--- src/rtl/vga_text_render_if.sv ---
// CPU-side cell write / clear port of the text renderer.
//   wr_en   : write one cell (wr_row, wr_col) with wr_char
//   wr_row  : target text row
//   wr_col  : target text column
//   wr_char : ASCII code to store
//   clr     : pulse, fill every cell with a space
//   busy    : clear sweep in progress (driven by the renderer)
interface vga_text_render_if #(
    parameter int unsigned ROWS = 3,
    parameter int unsigned COLS = 12
);
    localparam int unsigned ROW_W = (ROWS > 1) ? $clog2(ROWS) : 1;
    localparam int unsigned COL_W = (COLS > 1) ? $clog2(COLS) : 1;

    logic             wr_en;
    logic [ROW_W-1:0] wr_row;
    logic [COL_W-1:0] wr_col;
    logic [7:0]       wr_char;
    logic             clr;
    logic             busy;

    modport master (output wr_en, wr_row, wr_col, wr_char, clr, input busy);
    modport slave  (input wr_en, wr_row, wr_col, wr_char, clr, output busy);
endinterface

--- src/rtl/vga_text_render.sv ---
// ROWS x COLS character-grid renderer for the VGA output path.
// Ports:
//   clk, rst_n          : pixel clock, asynchronous active-low reset
//   pixel_x, pixel_y    : current pixel position from the sync generator
//   video_on            : visible-area flag
//   cpu                 : cell write / clear port (vga_text_render_if.slave)
//   cursor_en           : enable the blinking inverted cursor
//   cur_row, cur_col    : cursor cell
//   font_ascii, font_col: glyph select to the external font ROM (registered)
//   font_bits           : combinational column pattern from the font ROM, bit 6 = top
//   vga_r, vga_g, vga_b : registered colour, 3 clocks after pixel_x/pixel_y
module vga_text_render #(
    parameter int unsigned COLS         = 12,
    parameter int unsigned ROWS         = 3,
    parameter int unsigned SCALE_X      = 10,
    parameter int unsigned SCALE_Y      = 10,
    parameter int unsigned GAP_X        = 3,
    parameter int unsigned GAP_Y        = 60,
    parameter int unsigned X0           = 5,
    parameter int unsigned Y0           = 41,
    parameter logic [11:0] FG_COLOR     = 12'hFFF,
    parameter logic [11:0] BG_COLOR     = 12'h000,
    parameter int unsigned BLINK_FRAMES = 30,
    localparam int unsigned ROW_W       = (ROWS > 1) ? $clog2(ROWS) : 1,
    localparam int unsigned COL_W       = (COLS > 1) ? $clog2(COLS) : 1
) (
    input  logic             clk,
    input  logic             rst_n,
    input  logic [9:0]       pixel_x,
    input  logic [9:0]       pixel_y,
    input  logic             video_on,
    vga_text_render_if.slave cpu,
    input  logic             cursor_en,
    input  logic [ROW_W-1:0] cur_row,
    input  logic [COL_W-1:0] cur_col,
    output logic [7:0]       font_ascii,
    output logic [2:0]       font_col,
    input  logic [6:0]       font_bits,
    output logic [3:0]       vga_r,
    output logic [3:0]       vga_g,
    output logic [3:0]       vga_b
);
    localparam int unsigned GLYPH_W = 5 * SCALE_X;
    localparam int unsigned GLYPH_H = 7 * SCALE_Y;
    localparam int unsigned CELL_W  = GLYPH_W + GAP_X;
    localparam int unsigned ROW_H   = GLYPH_H + GAP_Y;
    localparam int unsigned CELLS   = ROWS * COLS;
    localparam int unsigned ADDR_W  = (CELLS > 1) ? $clog2(CELLS) : 1;
    localparam int unsigned CNT_W   = (BLINK_FRAMES > 1) ? $clog2(BLINK_FRAMES) : 1;

    typedef enum logic {ST_IDLE, ST_CLEAR} state_t;

    // Geometry decode; the >= guards keep pixels left/above the origin from wrapping into the grid
    logic              x_ok_c, y_ok_c, in_glyph_c;
    logic [9:0]        dx_c, dy_c, cx_c, cy_c, gx_c, gy_c;
    logic [ADDR_W-1:0] cell_c;
    logic [2:0]        gcol_c, grow_c;

    always_comb begin
        x_ok_c     = pixel_x >= 10'(X0);
        y_ok_c     = pixel_y >= 10'(Y0);
        dx_c       = pixel_x - 10'(X0);
        dy_c       = pixel_y - 10'(Y0);
        cx_c       = dx_c / 10'(CELL_W);
        cy_c       = dy_c / 10'(ROW_H);
        gx_c       = dx_c % 10'(CELL_W);
        gy_c       = dy_c % 10'(ROW_H);
        in_glyph_c = x_ok_c && y_ok_c && (cx_c < 10'(COLS)) && (cy_c < 10'(ROWS)) &&
                     (gx_c < 10'(GLYPH_W)) && (gy_c < 10'(GLYPH_H));
        // Zeroed outside a glyph so the RAM read and font_bits index stay in range
        cell_c     = '0;
        gcol_c     = '0;
        grow_c     = '0;
        if (in_glyph_c) begin
            cell_c = ADDR_W'(cy_c) * ADDR_W'(COLS) + ADDR_W'(cx_c);
            gcol_c = 3'(gx_c / 10'(SCALE_X));
            grow_c = 3'(gy_c / 10'(SCALE_Y));
        end
    end

    // Character RAM, no reset
    logic [7:0]        mem [CELLS];
    logic              ram_we_c;
    logic [ADDR_W-1:0] ram_waddr_c;
    logic [7:0]        ram_wdata_c;

    always_ff @(posedge clk) begin
        if (ram_we_c) begin
            mem[ram_waddr_c] <= ram_wdata_c;
        end
    end

    // Clear sweep FSM
    state_t            state_q, state_d;
    logic [ADDR_W-1:0] clr_addr_q, clr_addr_d;
    logic              busy_q, busy_d;
    logic              wr_ok_c;
    logic [ADDR_W-1:0] wr_addr_c;

    always_comb begin
        wr_ok_c   = (32'(cpu.wr_row) < ROWS) && (32'(cpu.wr_col) < COLS);
        wr_addr_c = ADDR_W'(cpu.wr_row) * ADDR_W'(COLS) + ADDR_W'(cpu.wr_col);
    end

    always_ff @(posedge clk or negedge rst_n) begin
        if (!rst_n) begin
            state_q    <= ST_IDLE;
            clr_addr_q <= '0;
            busy_q     <= 1'b0;
        end else begin
            state_q    <= state_d;
            clr_addr_q <= clr_addr_d;
            busy_q     <= busy_d;
        end
    end

    always_comb begin
        state_d     = state_q;
        clr_addr_d  = clr_addr_q;
        busy_d      = busy_q;
        ram_we_c    = 1'b0;
        ram_waddr_c = clr_addr_q;
        ram_wdata_c = 8'h20;
        case (state_q)
            ST_IDLE: begin
                // clr has priority; a simultaneous write is dropped
                if (cpu.clr) begin
                    state_d    = ST_CLEAR;
                    clr_addr_d = '0;
                    busy_d     = 1'b1;
                end else if (cpu.wr_en && wr_ok_c) begin
                    ram_we_c    = 1'b1;
                    ram_waddr_c = wr_addr_c;
                    ram_wdata_c = cpu.wr_char;
                end
            end
            ST_CLEAR: begin
                ram_we_c = 1'b1;
                if (clr_addr_q == ADDR_W'(CELLS - 1)) begin
                    state_d    = ST_IDLE;
                    clr_addr_d = '0;
                    busy_d     = 1'b0;
                end else begin
                    clr_addr_d = clr_addr_q + ADDR_W'(1);
                end
            end
            default: state_d = ST_IDLE;
        endcase
    end

    assign cpu.busy = busy_q;

    // Cursor blink: count rising edges of the (0,0) pixel
    logic             fs_c, fs_q, blink_q;
    logic [CNT_W-1:0] frame_q;

    assign fs_c = (pixel_x == 10'd0) && (pixel_y == 10'd0);

    always_ff @(posedge clk or negedge rst_n) begin
        if (!rst_n) begin
            fs_q    <= 1'b0;
            frame_q <= '0;
            blink_q <= 1'b1;
        end else begin
            fs_q <= fs_c;
            if (fs_c && !fs_q) begin
                if (frame_q == CNT_W'(BLINK_FRAMES - 1)) begin
                    frame_q <= '0;
                    blink_q <= ~blink_q;
                end else begin
                    frame_q <= frame_q + CNT_W'(1);
                end
            end
        end
    end

    // Three-stage pixel pipeline
    logic              s1_in_glyph, s1_von;
    logic [ADDR_W-1:0] s1_cell;
    logic [2:0]        s1_gcol, s1_grow;
    logic              s2_in_glyph, s2_von, s2_inv;
    logic [2:0]        s2_grow;
    logic [11:0]       rgb_q;
    logic [ADDR_W-1:0] cur_cell_c;
    logic              pix_c;

    assign cur_cell_c = ADDR_W'(cur_row) * ADDR_W'(COLS) + ADDR_W'(cur_col);
    assign pix_c      = font_bits[3'd6 - s2_grow] ^ s2_inv;

    always_ff @(posedge clk or negedge rst_n) begin
        if (!rst_n) begin
            s1_in_glyph <= 1'b0;
            s1_von      <= 1'b0;
            s1_cell     <= '0;
            s1_gcol     <= '0;
            s1_grow     <= '0;
            font_ascii  <= '0;
            font_col    <= '0;
            s2_in_glyph <= 1'b0;
            s2_von      <= 1'b0;
            s2_inv      <= 1'b0;
            s2_grow     <= '0;
            rgb_q       <= '0;
        end else begin
            s1_in_glyph <= in_glyph_c;
            s1_von      <= video_on;
            s1_cell     <= cell_c;
            s1_gcol     <= gcol_c;
            s1_grow     <= grow_c;
            font_ascii  <= mem[s1_cell];
            font_col    <= s1_gcol;
            s2_in_glyph <= s1_in_glyph;
            s2_von      <= s1_von;
            s2_inv      <= cursor_en && blink_q && (s1_cell == cur_cell_c);
            s2_grow     <= s1_grow;
            rgb_q       <= (s2_von && s2_in_glyph && pix_c) ? FG_COLOR : BG_COLOR;
        end
    end

    assign vga_r = rgb_q[11:8];
    assign vga_g = rgb_q[7:4];
    assign vga_b = rgb_q[3:0];
endmodule
--- src/flat_wrapper.sv ---
// flat-port wrapper written by rule: the top's interface ports become plain ports
module vga_text_render_flat 
#(
    parameter int unsigned COLS         = 12,
    parameter int unsigned ROWS         = 3,
    parameter int unsigned SCALE_X      = 10,
    parameter int unsigned SCALE_Y      = 10,
    parameter int unsigned GAP_X        = 3,
    parameter int unsigned GAP_Y        = 60,
    parameter int unsigned X0           = 5,
    parameter int unsigned Y0           = 41,
    parameter logic [11:0] FG_COLOR     = 12'hFFF,
    parameter logic [11:0] BG_COLOR     = 12'h000,
    parameter int unsigned BLINK_FRAMES = 30,
    localparam int unsigned ROW_W       = (ROWS > 1) ? $clog2(ROWS) : 1,
    localparam int unsigned COL_W       = (COLS > 1) ? $clog2(COLS) : 1
)
  (clk, rst_n, pixel_x, pixel_y, video_on, cursor_en, cur_row, cur_col, font_ascii, font_col, font_bits, vga_r, vga_g, vga_b, cpu_wr_en, cpu_wr_row, cpu_wr_col, cpu_wr_char, cpu_clr, cpu_busy);
  vga_text_render_if #(.ROWS(ROWS), .COLS(COLS)) cpu_i ();
  input  logic clk;
  input  logic rst_n;
  input  logic [9:0] pixel_x;
  input  logic [9:0] pixel_y;
  input  logic video_on;
  input  logic cursor_en;
  input  logic [ROW_W-1:0] cur_row;
  input  logic [COL_W-1:0] cur_col;
  output logic [7:0] font_ascii;
  output logic [2:0] font_col;
  input  logic [6:0] font_bits;
  output logic [3:0] vga_r;
  output logic [3:0] vga_g;
  output logic [3:0] vga_b;
  input wire logic [$bits(cpu_i.wr_en)-1:0] cpu_wr_en;
  input wire logic [$bits(cpu_i.wr_row)-1:0] cpu_wr_row;
  input wire logic [$bits(cpu_i.wr_col)-1:0] cpu_wr_col;
  input wire logic [$bits(cpu_i.wr_char)-1:0] cpu_wr_char;
  input wire logic [$bits(cpu_i.clr)-1:0] cpu_clr;
  output wire logic [$bits(cpu_i.busy)-1:0] cpu_busy;
  assign cpu_i.wr_en = cpu_wr_en;
  assign cpu_i.wr_row = cpu_wr_row;
  assign cpu_i.wr_col = cpu_wr_col;
  assign cpu_i.wr_char = cpu_wr_char;
  assign cpu_i.clr = cpu_clr;
  assign cpu_busy = cpu_i.busy;
  vga_text_render #(.COLS(COLS), .ROWS(ROWS), .SCALE_X(SCALE_X), .SCALE_Y(SCALE_Y), .GAP_X(GAP_X), .GAP_Y(GAP_Y), .X0(X0), .Y0(Y0), .FG_COLOR(FG_COLOR), .BG_COLOR(BG_COLOR), .BLINK_FRAMES(BLINK_FRAMES)) u_core (.clk(clk), .rst_n(rst_n), .pixel_x(pixel_x), .pixel_y(pixel_y), .video_on(video_on), .cpu(cpu_i), .cursor_en(cursor_en), .cur_row(cur_row), .cur_col(cur_col), .font_ascii(font_ascii), .font_col(font_col), .font_bits(font_bits), .vga_r(vga_r), .vga_g(vga_g), .vga_b(vga_b));
endmodule
--- config.mk ---
export PLATFORM = sky130hd
export DESIGN_NAME = vga_text_render_flat
export DESIGN_NICKNAME = d
export VERILOG_FILES = /design/src/rtl/vga_text_render_if.sv /design/src/rtl/vga_text_render.sv /design/src/flat_wrapper.sv
export SDC_FILE = /design/constraint.sdc
export NUM_CORES = 1
export LEC_CHECK = 0
export ABC_AREA = 1
export BUFFER_PORTS_ARGS = -buffer_cell sky130_fd_sc_hd__buf_2
export CORE_UTILIZATION = 56
export CTS_CLUSTER_DIAMETER = 200
export CTS_CLUSTER_SIZE = 24
export DETAILED_ROUTE_END_ITERATION = 10
export HOLD_SLACK_MARGIN = 0.02
export MAX_ROUTING_LAYER = met4
export PLACE_DENSITY = 0.76
export SKIP_LAST_GASP = 1
export SYNTH_ARGS = -nofsm -noshare
export SYNTH_HDL_FRONTEND = slang
export SYNTH_SLANG_ARGS = --single-unit
--- constraint.sdc ---
create_clock -name clk -period 2.4 [get_ports clk]
set_clock_uncertainty 0.1 [all_clocks]
set_input_delay 0.12 -clock clk [delete_from_list [all_inputs] [get_ports clk]]
set_output_delay 0.12 -clock clk [all_outputs]
set_load 0.02 [all_outputs]
Word-level counts from Yosys, hierarchy flattened
Memory sizes are Yosys's and may differ from the RTL's. A register that Yosys moved wholly into a read port is not among the register bits.
Index checks and enable logic that the tools add are counted.
{"block": "word_totals", "regBits": 50, "ram_bits": 288, "in_bits": 53, "output_inout_bits": 24, "n_memories": 1}
{"name": "u_core.mem", "words": 36, "width": 8, "rd": 1, "rd_clocked_by_memory_dff": 1, "write_ports": 1, "line_no": "vga_text_render.sv:82", "text": "logic [7:0] mem [CELLS];"}
{"block": "op_classes", "n_addsub": 8, "multipliers": 3, "n_div": 6, "n_lt_le_gt_ge": 9, "eq_ne": 5, "muxes": 27, "n_bitwise": 3, "n_reduce_logical": 19}
{"op": "two-way mux 6 bit", "count": 6}
{"op": "two-way mux 8 bit", "count": 3}
{"op": "divider 10 x 4 -> 10 bit (second input constant)", "count": 2}
{"op": "zero test 10 bit", "count": 2}
{"op": "logical AND 1 bit", "count": 13}
{"op": "adder 6 x 4 -> 6 bit", "count": 2}
{"op": "two-way mux 12 bit", "count": 1}
{"op": "one-hot mux 6 bit (2 select lines)", "count": 1}
{"op": "divider 10 x 6 -> 10 bit (second input constant)", "count": 1}
{"op": "divider 10 x 8 -> 10 bit (second input constant)", "count": 1}
{"op": "greater-or-equal comparator 10 x 3 -> 1 bit (second input constant)", "count": 1}
{"op": "greater-or-equal comparator 10 x 6 -> 1 bit (second input constant)", "count": 1}
{"op": "less-than comparator 10 x 2 -> 1 bit (second input constant)", "count": 1}
{"op": "less-than comparator 10 x 4 -> 1 bit (second input constant)", "count": 1}
{"op": "less-than comparator 10 x 6 -> 1 bit (second input constant)", "count": 1}
{"op": "less-than comparator 10 x 7 -> 1 bit (second input constant)", "count": 1}
{"op": "modulo 10 x 6 -> 10 bit (second input constant)", "count": 1}
{"op": "modulo 10 x 8 -> 10 bit (second input constant)", "count": 1}
{"op": "subtractor 10 x 3 -> 10 bit (second input constant)", "count": 1}
{"op": "subtractor 10 x 6 -> 10 bit (second input constant)", "count": 1}
{"op": "two-way mux 1 bit", "count": 9}
{"op": "multiplier 2 x 2 -> 4 bit (second input constant)", "count": 2}
{"op": "adder 6 x 1 -> 6 bit (second input constant)", "count": 1}
{"op": "adder 6 bit", "count": 1}
{"op": "other kinds (18)", "count": 25}

Logic depth before layout (Yosys ltp)
{"block": "logic_depth", "word_depth": 8, "mapped_depth": 71, "mapped_depth_nobuf": 70}

Worst setup path before layout
Ideal clock, no wire load.
{"block": "synth_path", "path_type": "input-to-reg", "start": "input port pixel_x[1]", "end": "register u_core.s1_gcol[0]", "arrival_time_ps": 6243, "t_required_ps": 2168, "path_slack_ps": -4075, "cell_stages": 65, "cell_sequence": "inv_1 ha_1 inv_1 a21oi_1 nand2_1 nand2_1 nand2_2 a21oi_4 nand2_2 nand2_1 nand2_2 nor2_2 nand3_2 nand2_4 inv_2 nand2_1 nand2_2 nor2_4 (+29 left out) nand2_2 nand2_4 nand2_2 nand4_1 nand2_1 nand2_2 nand3_2 nand2_1 nand2_2 inv_1 ha_1 inv_1 a221oi_1 nand2_2 nand4_1 nand3_1 nor2_1 nor2_1"}
{"block": "synth_via", "elab_chain_len": 8}
{"item": "from (decl)", "line_no": "flat_wrapper.sv:22", "text": "input logic [9:0] pixel_x;"}
{"item": "parallel branches: the longest is 7 deep, another holds subtractor 10 x 3 -> 10 bit"}
{"item": "two-way mux 3 bit *", "line_no": "vga_text_render.sv:74", "text": "if (in_glyph_c) begin"}
{"item": "via u_core.gcol_c[0]", "line_no": "vga_text_render.sv:57", "text": "logic [2:0] gcol_c, grow_c;"}
{"item": "to (signal assigned)", "line_no": "vga_text_render.sv:208", "text": "s1_gcol <= gcol_c;"}
{"item": "to (decl)", "line_no": "vga_text_render.sv:180", "text": "logic [2:0] s1_gcol, s1_grow;"}
Mark *: on every way through the listed nets, which the timed path passes.
A chain may end at the register's enable or synchronous reset.

Worst setup path in the final report
{"block": "layout_path", "start": "input port pixel_x[0]", "end": "register u_core.s1_gcol[0]"}
Same word-level chain as after synthesis.

==> results.toml <==
[route]
avgRoutedWirePerCell_microns = 19.4
num_vias = 15600
drt_pass1_iterations = 6
final_antenna_net_count = 0
drc = 0
detail_route.vias_per_cell = 5.84
drt_iter0_drc = 1850
routed_wl_mm = 51.9

[run]
drv_cap = 0

[power]
p_leak_nw = 9.55
clockPowerShare_pct = 8.6
switching_share_pct = 45.1
power.internal_w = 0.0198
p_sw_w = 0.0162
p_total_w = 0.0360
ir_drop_mv = 2.94
combPwrFrac_pct = 72.2
powerDensity_nw_per_um2 = 1530
share_seq_of_total_power_pct = 19.2

[floorplanning]
initial_utilization_pct = 57.0
die_h_microns = 178
std_cell_rows = 64
io_pins = 77
die-area_sq_um = 31800
core_sq_um = 30600
die_x_microns = 178

[timing]
slew_violations = 0
relSlewSlack_pct = 47.1
max_freq_mhz = 160
finalHoldViolations = 0
setup_viol_count_final = 13
worstMarginPinSlew_ns = 0.793
period_needed_ns = 6.26
finalCritPeriodShare_pct = 261
rsz0062_at_grt = "true"
setup_slack_ns = -3.86

[yosys]
yosys.area_share.simple_pct = 20.3
synth_seq_cells = 335
synth_ff_type = "edfxtp_1"
yosysSeqAreaShare_pct = 56.4
synth_xor_area_share_pct = 2.40
yosysWarnings = 0
yosys.area_share.adder_pct = 3.12
synth.avg_cell_area_sq_um = 9.71
synthesis.nets = 1888
postSynthCellCount = 1794
synth.mux.area_fraction_pct = 0
synth_edf_count = 288
async_flop_share_pct = 14.0
synth.distinct_cells = 57
syn_area_sq_um = 17400
ys_top_cells_by_area = "edfxtp_1 (50%), dfrtp_1 (6.6%), o21ai_0 (6.2%)"
synth_top_family_by_area = "simple AND/OR/NAND/NOR gates"
synth_top_cell_area_share_pct = 49.6
synth_compound_area_share_pct = 12.0
yosysTopAreaCell = "edfxtp_1"

[worst_setup_path]
cpPeakStageDelay_ns = 0.22
crit_family = "simple AND/OR/NAND/NOR gates"
cp_num_buf_inv = 12
cp-end-kind = "flop"
crit_top_cell = "nand2_4"
crit_type = "primary input to flop"
critPathLaunchType = "primary input"
path_max_fanout = 8
cp.arrival_ns = 6.62
crit_slowest_cell = "a221oi_4"
worstPathRequired_ns = 2.76

[layout]
n_antenna_cell = 0
multi_input_area_sq_um = 7790
utilization_pct = 76.9
fillerInstances = 1768
areaGrowthSynthToFinish_pct = 35.0
fin_nets = 2355
final-seq-area_sq_um = 9830
drive_gt1_share_pct = 38.7
final_cells = 2668

[global_route]
gr-total-overflow = 0
track_usage_pct = 30.7
grt_max_degree = 53
grt_pass1_wl_mm = 73.7
first_global_vias = 14600
antenna_found_initial = 0

[placement]
dp_cells = 2503
io_buffers = 76
dpl.hpwl_mm = 31.1
globalplace.congestion = 0.948

[hold_path]
hold_path.class = "primary input to flop"

[cts]
max-clock-path-buffers = 3
numCtsBuffers = 17
htree_levels = 1
cts_sinks = 335
clk_pin_slew_worst_paths_ns = 0.09
worstSkewPairLatency_ns = 0.52
cts_root_buffer = "clkbuf_16"
cts_tree = "yes"

[outcome]
outcome = "finished, violations left"
violations = "negative setup slack"
-- per-layer routing --
layer | track usage, % | vias to the layer above | share of wire (%)
met2 | 50.2 | 957 | 49
met4 | 8.93 | 0 | 4.0
met1 | 40.5 | 7358 | 38
li1 | - | 7088 | -
met3 | 3.64 | 187 | 9.1
met5 | - | - | 0
-- timing repair --
action	CTS	global route
endpoints found under the hold margin	58	0
hold buffers	9	0
endpoints found under the setup margin	240	309
buffers inserted	111	26
pin swaps	97	90
gates resized for setup	87	147
gates cloned	1	0
-- flip-flops by register name, indices dropped and copies added (netlist names), 3 cells and up --
name	flops
u_core.s2_grow	3
u_core.font_col	3
u_core.s1_gcol	3
u_core.mem	288
u_core.clr_addr_q	6
u_core.s1_cell	6
u_core.s1_grow	3
u_core.frame_q	5
u_core.font_ascii	8
-- stage by stage --
stage          worst slack, ns  setup TNS [ns]  hold WS [ns]  area, sq um
6_report                 -3.86          -41.78        0.0219        23500
5_1_grt                  -4.27          -45.37        0.0496        23500
4_1_cts                  -3.29          -40.46        0.0260        22800
3_5_place_dp             -4.10         -125.40        0.0796        21100
3_3_place_gp             -3.75          -90.04        0.0813        21100
2_1_floorplan            -3.63          -58.02        -0.276        17900
-- worst reg2reg max path, cell delays in order (launching register included) --
cell	delay [ns]
dfrtp_4	0.46
clkinv_2	0.12
buf_12	0.20
o21ai_0	0.21
o22ai_1	0.09
o21ai_0	0.36
o22ai_1	0.20
o21ai_1	0.30
o21ai_0	0.14
-- cell families after synthesis --
kind of cell    after synthesis
flops                       335
compound gates              368
buf+inv                     249
fa+ha+maj                    41
simple gates                755
xor+xnor                     46
-- cell usage after synthesis (3+ instances only) --
cell / instances
nand2_4: 16
inv_2: 32
o221ai_1: 6
or2_2: 4
nand2_8: 3
clkbuf_1: 59
ha_1: 37
o21ai_0: 216
o21a_1: 3
nand4_1: 25
fa_1: 4
dfrtp_1: 46
a21oi_1: 22
nand3_1: 78
o22ai_1: 81
nor2_4: 4
o2111ai_1: 4
inv_4: 4
nand3_2: 15
buf_4: 11
a31oi_1: 5
o21ai_2: 7
nand2_2: 43
o32ai_1: 3
nand3b_1: 3
nor2_2: 10
xnor2_1: 5
nor3_1: 7
nor4_1: 6
nor2_1: 282
o211ai_1: 5
edfxtp_1: 288
nand2_1: 249
inv_1: 136
o21ai_1: 5
xor2_1: 39
nor3b_1: 4
-- layout make-up --
class	instances	share of cell area, %
Clock buffer	29	2.00
Multi-Input combinational cell	1211	33.1
Clock inverter	1	0.0372
Inverter	174	3.10
Tap cell	396	2.11
Sequential cell	335	41.8
Timing Repair Buffer	522	17.8
-- power groups by stage --
stage          Combinational [W]  Clock [W]  Sequential, W
2_1_floorplan             0.0128          0        0.00703
3_3_place_gp              0.0189          0        0.00700
3_5_place_dp              0.0197          0        0.00702
4_1_cts                   0.0222    0.00311        0.00690
5_1_grt                   0.0277    0.00328        0.00694
6_report                  0.0260    0.00309        0.00690
-- worst paths after layout --
check / from / slack, ns / end / cells after the start
max in group asynchronous: rst_n / 1.47 / u_core.blink_q / 3
setup reg to reg: u_core.s1_cell[0] / 0.07 / u_core.font_ascii[3] / 8
min in group asynchronous: rst_n / 0.10 / u_core.font_ascii[4] / 2
hold reg to reg: u_core.s1_grow[2] / 0.25 / u_core.s2_grow[2] / 0
hold / removal: cur_col[0] / 0.02 / u_core.s2_inv / 6
setup / recovery: pixel_x[0] / -3.86 / u_core.s1_gcol[0] / 64
-- cell usage in the layout (no fill, tap or decap), types with 7 or more instances in the layout --
cell type	netlist	routed
nor2_1	282	241
a21oi_1	22	12
o21ai_1	5	25
inv_2	32	41
nand2_2	43	77
buf_6	2	15
o21ai_2	7	7
clkbuf_1	59	12
a21oi_4	1	7
clkbuf_16	0	17
xor2_2	2	13
buf_12	0	28
nand3_4	1	14
buf_2	1	71
nand3_2	15	27
inv_4	4	11
inv_1	136	115
ha_1	37	27
nand4_1	25	25
nor2_2	10	32
edfxtp_1	288	288
dlygate4sd3_1	0	9
o21ai_0	216	194
nand2_1	249	185
xor2_1	39	25
nand2_4	16	47
buf_4	11	397
dfrtp_1	46	44
o22ai_1	81	79
nor2_4	4	23
ha_4	0	10
nand3_1	78	53
Power figures use the tool's default switching activity.
